$ cat config.mk
export PLATFORM = sky130hd
export DESIGN_NAME = mem_bus_arb
export DESIGN_NICKNAME = d
export VERILOG_FILES = /design/src/rtl/mem_bus_arb_pkg.sv /design/src/rtl/mem_bus_arb_rr_pick.sv /design/src/rtl/mem_bus_arb.sv
export SDC_FILE = /design/constraint.sdc
export NUM_CORES = 1
export LEC_CHECK = 0
export ABC_CLOCK_PERIOD_IN_PS = 2800
export CAP_MARGIN = 20
export CORE_MARGIN = 4
export CORE_UTILIZATION = 42
export CTS_BUF_LIST = sky130_fd_sc_hd__clkbuf_4
export DETAILED_ROUTE_END_ITERATION = 7
export HOLD_SLACK_MARGIN = 0.02
export MAX_ROUTING_LAYER = met4
export PLACE_DENSITY = 0.87
export SETUP_SLACK_MARGIN = 0.15
export SLEW_MARGIN = 15
export SYNTH_ARGS = -nofsm -noshare
export SYNTH_HDL_FRONTEND = slang
export SYNTH_SLANG_ARGS = --single-unit
$ cat constraint.sdc
create_clock -name clk -period 2.8 [get_ports clk]
set_clock_uncertainty 0.15 [all_clocks]
set_input_delay 0.28 -clock clk [delete_from_list [all_inputs] [get_ports clk]]
set_output_delay 0.28 -clock clk [all_outputs]
set_load 0.05 [all_outputs]
$ cat src/rtl/mem_bus_arb_pkg.sv
// Shared definitions for the memory bus arbiter: FSM state encoding,
// default bus geometry and a small index-width helper.
package mem_bus_arb_pkg;

   typedef enum logic [1:0] {
      ARB_IDLE = 2'd0,
      ARB_BUSY = 2'd1,
      ARB_RESP = 2'd2
   } arb_state_e;

   localparam int DEF_NUM_CH  = 2;
   localparam int DEF_AW      = 32;
   localparam int DEF_DW      = 32;
   localparam int DEF_TIMEOUT = 255;

   function automatic int idx_w(input int n);
      return (n > 1) ? $clog2(n) : 1;
   endfunction

endpackage

$ cat src/rtl/mem_bus_arb_rr_pick.sv
// Combinational round-robin picker: lowest requester strictly above last_i,
// otherwise wrap around to the lowest requester overall.
module mem_bus_arb_rr_pick
   import mem_bus_arb_pkg::*;
#(
   parameter int NUM_CH = DEF_NUM_CH,
   parameter int IW     = idx_w(NUM_CH)
) (
   input  logic [NUM_CH-1:0] req_i,
   input  logic [IW-1:0]     last_i,
   output logic [IW-1:0]     grant_o,
   output logic              valid_o
);

   logic [NUM_CH-1:0] upper_mask;
   logic [NUM_CH-1:0] upper_req;
   logic [IW-1:0]     upper_idx;
   logic [IW-1:0]     any_idx;
   logic              upper_hit;

   genvar gi;
   generate
      for (gi = 0; gi < NUM_CH; gi++) begin : g_mask
         assign upper_mask[gi] = (IW'(gi) > last_i);
      end
   endgenerate

   assign upper_req = req_i & upper_mask;

   // Descending scan so the lowest set index is the one left standing.
   always_comb begin
      upper_hit = 1'b0;
      upper_idx = '0;
      any_idx   = '0;
      for (int i = NUM_CH - 1; i >= 0; i--) begin
         if (upper_req[i]) begin
            upper_hit = 1'b1;
            upper_idx = IW'(i);
         end
         if (req_i[i]) begin
            any_idx = IW'(i);
         end
      end
   end

   assign grant_o = upper_hit ? upper_idx : any_idx;
   assign valid_o = |req_i;

endmodule

$ cat src/rtl/mem_bus_arb.sv
// N-channel round-robin arbiter onto a single memory bus; tolerates variable
// slave latency and aborts a hung slave after TIMEOUT busy cycles.
module mem_bus_arb
   import mem_bus_arb_pkg::*;
#(
   parameter int NUM_CH  = DEF_NUM_CH,
   parameter int AW      = DEF_AW,
   parameter int DW      = DEF_DW,
   parameter int TIMEOUT = DEF_TIMEOUT
) (
   input  logic                   clk,
   input  logic                   rst,
   input  logic [NUM_CH-1:0]      ch_req_i,
   input  logic [NUM_CH-1:0]      ch_we_i,
   input  logic [NUM_CH*AW-1:0]   ch_addr_i,
   input  logic [NUM_CH*DW-1:0]   ch_wdata_i,
   input  logic [NUM_CH*DW/8-1:0] ch_sel_i,
   output logic [NUM_CH-1:0]      ch_ack_o,
   output logic [NUM_CH-1:0]      ch_err_o,
   output logic [DW-1:0]          ch_rdata_o,
   output logic [NUM_CH-1:0]      stall_o,
   output logic                   bus_req_o,
   output logic                   bus_we_o,
   output logic [AW-1:0]          bus_addr_o,
   output logic [DW-1:0]          bus_wdata_o,
   output logic [DW/8-1:0]        bus_sel_o,
   input  logic                   bus_ack_i,
   input  logic [DW-1:0]          bus_rdata_i
);

   localparam int IW = idx_w(NUM_CH);
   localparam int SW = DW / 8;
   localparam int CW = $clog2(TIMEOUT + 1);
   localparam logic [CW-1:0] TO_CNT   = CW'(TIMEOUT);
   localparam logic [IW-1:0] LAST_RST = IW'(NUM_CH - 1);

   logic [AW-1:0] ch_addr_a  [NUM_CH];
   logic [DW-1:0] ch_wdata_a [NUM_CH];
   logic [SW-1:0] ch_sel_a   [NUM_CH];

   genvar gi;
   generate
      for (gi = 0; gi < NUM_CH; gi++) begin : g_unpack
         assign ch_addr_a[gi]  = ch_addr_i[gi*AW +: AW];
         assign ch_wdata_a[gi] = ch_wdata_i[gi*DW +: DW];
         assign ch_sel_a[gi]   = ch_sel_i[gi*SW +: SW];
      end
   endgenerate

   arb_state_e    state_q,     state_d;
   logic [IW-1:0] grant_q,     grant_d;
   logic [IW-1:0] last_q,      last_d;
   logic [CW-1:0] cnt_q,       cnt_d;
   logic          bus_req_q,   bus_req_d;
   logic          bus_we_q,    bus_we_d;
   logic [AW-1:0] bus_addr_q,  bus_addr_d;
   logic [DW-1:0] bus_wdata_q, bus_wdata_d;
   logic [SW-1:0] bus_sel_q,   bus_sel_d;
   logic [NUM_CH-1:0] ch_ack_q, ch_ack_d;
   logic [NUM_CH-1:0] ch_err_q, ch_err_d;
   logic [DW-1:0] rdata_q,     rdata_d;

   logic [IW-1:0] pick_idx;
   logic          pick_valid;

   mem_bus_arb_rr_pick #(
      .NUM_CH (NUM_CH),
      .IW     (IW)
   ) u_rr_pick (
      .req_i   (ch_req_i),
      .last_i  (last_q),
      .grant_o (pick_idx),
      .valid_o (pick_valid)
   );

   always_comb begin
      state_d     = state_q;
      grant_d     = grant_q;
      last_d      = last_q;
      cnt_d       = cnt_q;
      bus_req_d   = bus_req_q;
      bus_we_d    = bus_we_q;
      bus_addr_d  = bus_addr_q;
      bus_wdata_d = bus_wdata_q;
      bus_sel_d   = bus_sel_q;
      ch_ack_d    = '0;
      ch_err_d    = '0;
      rdata_d     = '0;

      unique case (state_q)
         ARB_IDLE: begin
            if (pick_valid) begin
               grant_d     = pick_idx;
               last_d      = pick_idx;
               bus_req_d   = 1'b1;
               bus_we_d    = ch_we_i[pick_idx];
               bus_addr_d  = ch_addr_a[pick_idx];
               bus_wdata_d = ch_wdata_a[pick_idx];
               bus_sel_d   = ch_sel_a[pick_idx];
               state_d     = ARB_BUSY;
            end
         end
         ARB_BUSY: begin
            // Ack is tested first so an ack on the timeout cycle is not an error.
            if (bus_ack_i) begin
               bus_req_d         = 1'b0;
               ch_ack_d[grant_q] = 1'b1;
               if (!bus_we_q) begin
                  rdata_d = bus_rdata_i;
               end
               state_d = ARB_RESP;
            end else if (cnt_q == TO_CNT) begin
               bus_req_d         = 1'b0;
               ch_ack_d[grant_q] = 1'b1;
               ch_err_d[grant_q] = 1'b1;
               state_d           = ARB_RESP;
            end else begin
               cnt_d = cnt_q + CW'(1);
            end
         end
         ARB_RESP: begin
            cnt_d   = '0;
            state_d = ARB_IDLE;
         end
         default: begin
            state_d = ARB_IDLE;
         end
      endcase
   end

   always_ff @(posedge clk or negedge rst) begin
      if (!rst) begin
         state_q     <= ARB_IDLE;
         grant_q     <= '0;
         last_q      <= LAST_RST;
         cnt_q       <= '0;
         bus_req_q   <= 1'b0;
         bus_we_q    <= 1'b0;
         bus_addr_q  <= '0;
         bus_wdata_q <= '0;
         bus_sel_q   <= '0;
         ch_ack_q    <= '0;
         ch_err_q    <= '0;
         rdata_q     <= '0;
      end else begin
         state_q     <= state_d;
         grant_q     <= grant_d;
         last_q      <= last_d;
         cnt_q       <= cnt_d;
         bus_req_q   <= bus_req_d;
         bus_we_q    <= bus_we_d;
         bus_addr_q  <= bus_addr_d;
         bus_wdata_q <= bus_wdata_d;
         bus_sel_q   <= bus_sel_d;
         ch_ack_q    <= ch_ack_d;
         ch_err_q    <= ch_err_d;
         rdata_q     <= rdata_d;
      end
   end

   assign ch_ack_o    = ch_ack_q;
   assign ch_err_o    = ch_err_q;
   assign ch_rdata_o  = rdata_q;
   assign stall_o     = ch_req_i & ~ch_ack_q;
   assign bus_req_o   = bus_req_q;
   assign bus_we_o    = bus_we_q;
   assign bus_addr_o  = bus_addr_q;
   assign bus_wdata_o = bus_wdata_q;
   assign bus_sel_o   = bus_sel_q;

endmodule

==> results.tsv <==
metric	value	unit
Syn Area/Cell	11.1	µm²
critical path class	input port to primary output	
Post-DP Area	0.00791	mm²
Resize count post-CTS	0	
Root Driver	clkbuf_4	
largest net degree at the start of global routing	81	
Mapped Nets	619	
RSZ-0062 raised after global routing	false	
Initial Util	0.430	
H-tree levels	4	
worst skew pair latency	0.53	ns
clk buf depth	2	
PortBufs	282	
Worst-Margin Slew	0.671	ns
startpoint types	input port	
CTS buffer count	17	
Area Overhead vs Synth	66.5	%
Setup Buffers After CTS	0	
Core Area	0.0115	mm²
via count	4377	
Via density	4.97	
Crit Path Max Fanout	4	
Detailed Place HPWL	12000	µm
Sequential Power Share	0.304	
io pins	283	
Reg2Reg Capture Point	cnt_q[2]$_DFFE_PN0P_	
Achievable Freq	435	MHz
Period minus WS final	2.30	ns
element type at the critical path end	primary output	
# hold bufs at CTS	1	
relative slew slack	0.553	
Req. time, crit path	2.37	ns
P_leak	3.50	nW
Die Y	116	µm
Clk pwr share	0.149	
Antenna Nets Post-Route	0	
Final #Nets	900	
Post-synth EDFFs	0	
period utilisation layout	0.820	
combinational power share	0.548	
Sw Ratio	0.470	
Critical Path AT	1.87	ns
Slew Viols, Final	0	
first-pass GRT wire length	22800	µm
internal power	0.00463	W
R2R cell count	5	
CTS tree	built	
worst reg-to-reg setup slack	0.82	ns
most frequent cell after synthesis	dfrtp_1	
cell area after synthesis	0.00493	mm²
Synth Flop Type	dfrtp_1	
Worst VDD drop	0.000787	V
status	completed	
initial antenna violation count	0	
beginning of the worst register-to-register path	cnt_q[0]$_DFFE_PN0P_	
post-synth top area share	0.593	
routed len/inst	17.7	µm
Starting DRT DRC Count	219	
sw power	0.00411	W
unique cell type count in the Yosys netlist	34	
vias in the first global route	4555	
Area contributors post-synth	dfrtp_1 59%, mux2i_1 14%, a21oi_1 7.2%, nor2_1 5.8%, and2_1 4.1%	
share of cells above drive strength 1	0.0571	
Yosys top cell by area	dfrtp_1	
Post-synth ARST share	1.00	
Pwr Total	0.00874	W
Setup Total Neg Slack	0	ns
Clock transition at path regs	0.10	ns
row count	39	
DR pass1 iterations	5	
final hold viol count	0	
GP Congestion	0.763	
sequential cell area fraction in the yosys report	0.599	
PwrDens	1060	mW/mm²
total routed wirelength	15600	µm
Yosys reg bits	118	
Syn Inst Count	443	
Die W	116	µm
yosys warns	0	
most frequent cells after synthesis	117 x dfrtp_1, 76 x nor2_1, 71 x a21oi_1	
drt drc	0	
number of setup violations in the final report	0	
die area	0.0135	mm²
CTS Sinks	118	
final instance area	0.00822	mm²
max cap viols	0	
HP Class	input port to asynchronous set/reset pin	
overflow left after global routing	0	
total track usage	0.233	
## worst max-delay path, cell delays in order
cell and delay [ns]:
clkdlybuf4s50_1 0.59, nor2b_1 0.18, clkdlybuf4s50_1 0.82
## metrics by stage
step	hold WS, ns	util	setup slack [ns]	instances
after floorplan	-0.166	-	1.05	443
after global placement	0.142	0.690	0.526	847
after detailed placement	0.151	0.690	0.515	847
after CTS	0.0856	0.716	0.444	878
after global routing	0.0806	0.716	0.368	878
final	0.126	0.717	0.503	880
## layout make-up
| cell class | instances | area [µm²] |
|---|---|---|
| clock inverter | 13 | 164 |
| inverter | 3 | 11.3 |
| antenna | 2 | 5.00 |
| tap | 143 | 179 |
| multi-input combinational | 294 | 1860 |
| timing repair buffer | 290 | 2920 |
| clock buffer | 17 | 128 |
| sequential | 118 | 2950 |
| fill | 802 | 3250 |
## logic make-up after synthesis
| group | count (synthesis) | synth area share |
|---|---|---|
| fa+ha+maj | 1 | 0.00254 |
| simple gates | 135 | 0.132 |
| mux | 70 | 0.142 |
| buf+inv | 31 | 0.0292 |
| compound gates | 88 | 0.0956 |
| flops | 118 | 0.599 |
## registers in the layout, summed over array words and instances, names as in the netlist
name	cells
ch_ack_o	2
cnt_q	8
ch_err_o	2
last_q	1
bus_req_o	1
bus_we_o	1
bus_addr_o	32
state_q	2
grant_q	1
ch_rdata_o	32
bus_wdata_o	32
bus_sel_o	4
## per-layer routing
| metal | global-route usage | part of all wire |
|---|---|---|
| met1 | 0.251 | 0.36 |
| met2 | 0.384 | 0.50 |
| met3 | 0.0782 | 0.10 |
| met4 | 0.120 | 0.033 |
| met5 | - | 0 |
## how the worst max path moves through the flow
| stage | from | to | cells past startpoint | slack [ns] |
|---|---|---|---|---|
| finish | ch_req_i[0] | stall_o[0] | 3 | 0.50 |
| global route | ch_ack_o[1]$_DFF_PN0_ | stall_o[1] | 2 | 0.37 |
| CTS | ch_ack_o[1]$_DFF_PN0_ | stall_o[1] | 2 | 0.44 |
| detailed placement | ch_req_i[0] | stall_o[0] | 3 | 0.51 |
| global placement | ch_req_i[0] | stall_o[0] | 3 | 0.53 |
| floorplan | ch_ack_o[0]$_DFF_PN0_ | stall_o[0] | 1 | 1.05 |
## power by group through the flow
stage,combinational (W),sequential (W),clock [W]
2_1_floorplan,0.00114,0.00457,0
3_3_place_gp,0.00472,0.00264,0
3_5_place_dp,0.00481,0.00269,0
4_1_cts,0.00483,0.00266,0.00133
5_1_grt,0.00505,0.00272,0.00141
6_report,0.00478,0.00265,0.00130
## cell usage in the layout (no fill, tap or decap), types with 5 or more instances in the layout
cell	synthesis	final
mux2i_1	70	70
clkdlybuf4s50_1	0	281
dfrtp_1	117	117
nor2_1	76	76
clkbuf_4	0	17
nand2_1	6	6
and2_1	32	32
a21oi_1	71	71
buf_4	1	5
Power figures use the tool's default switching activity.
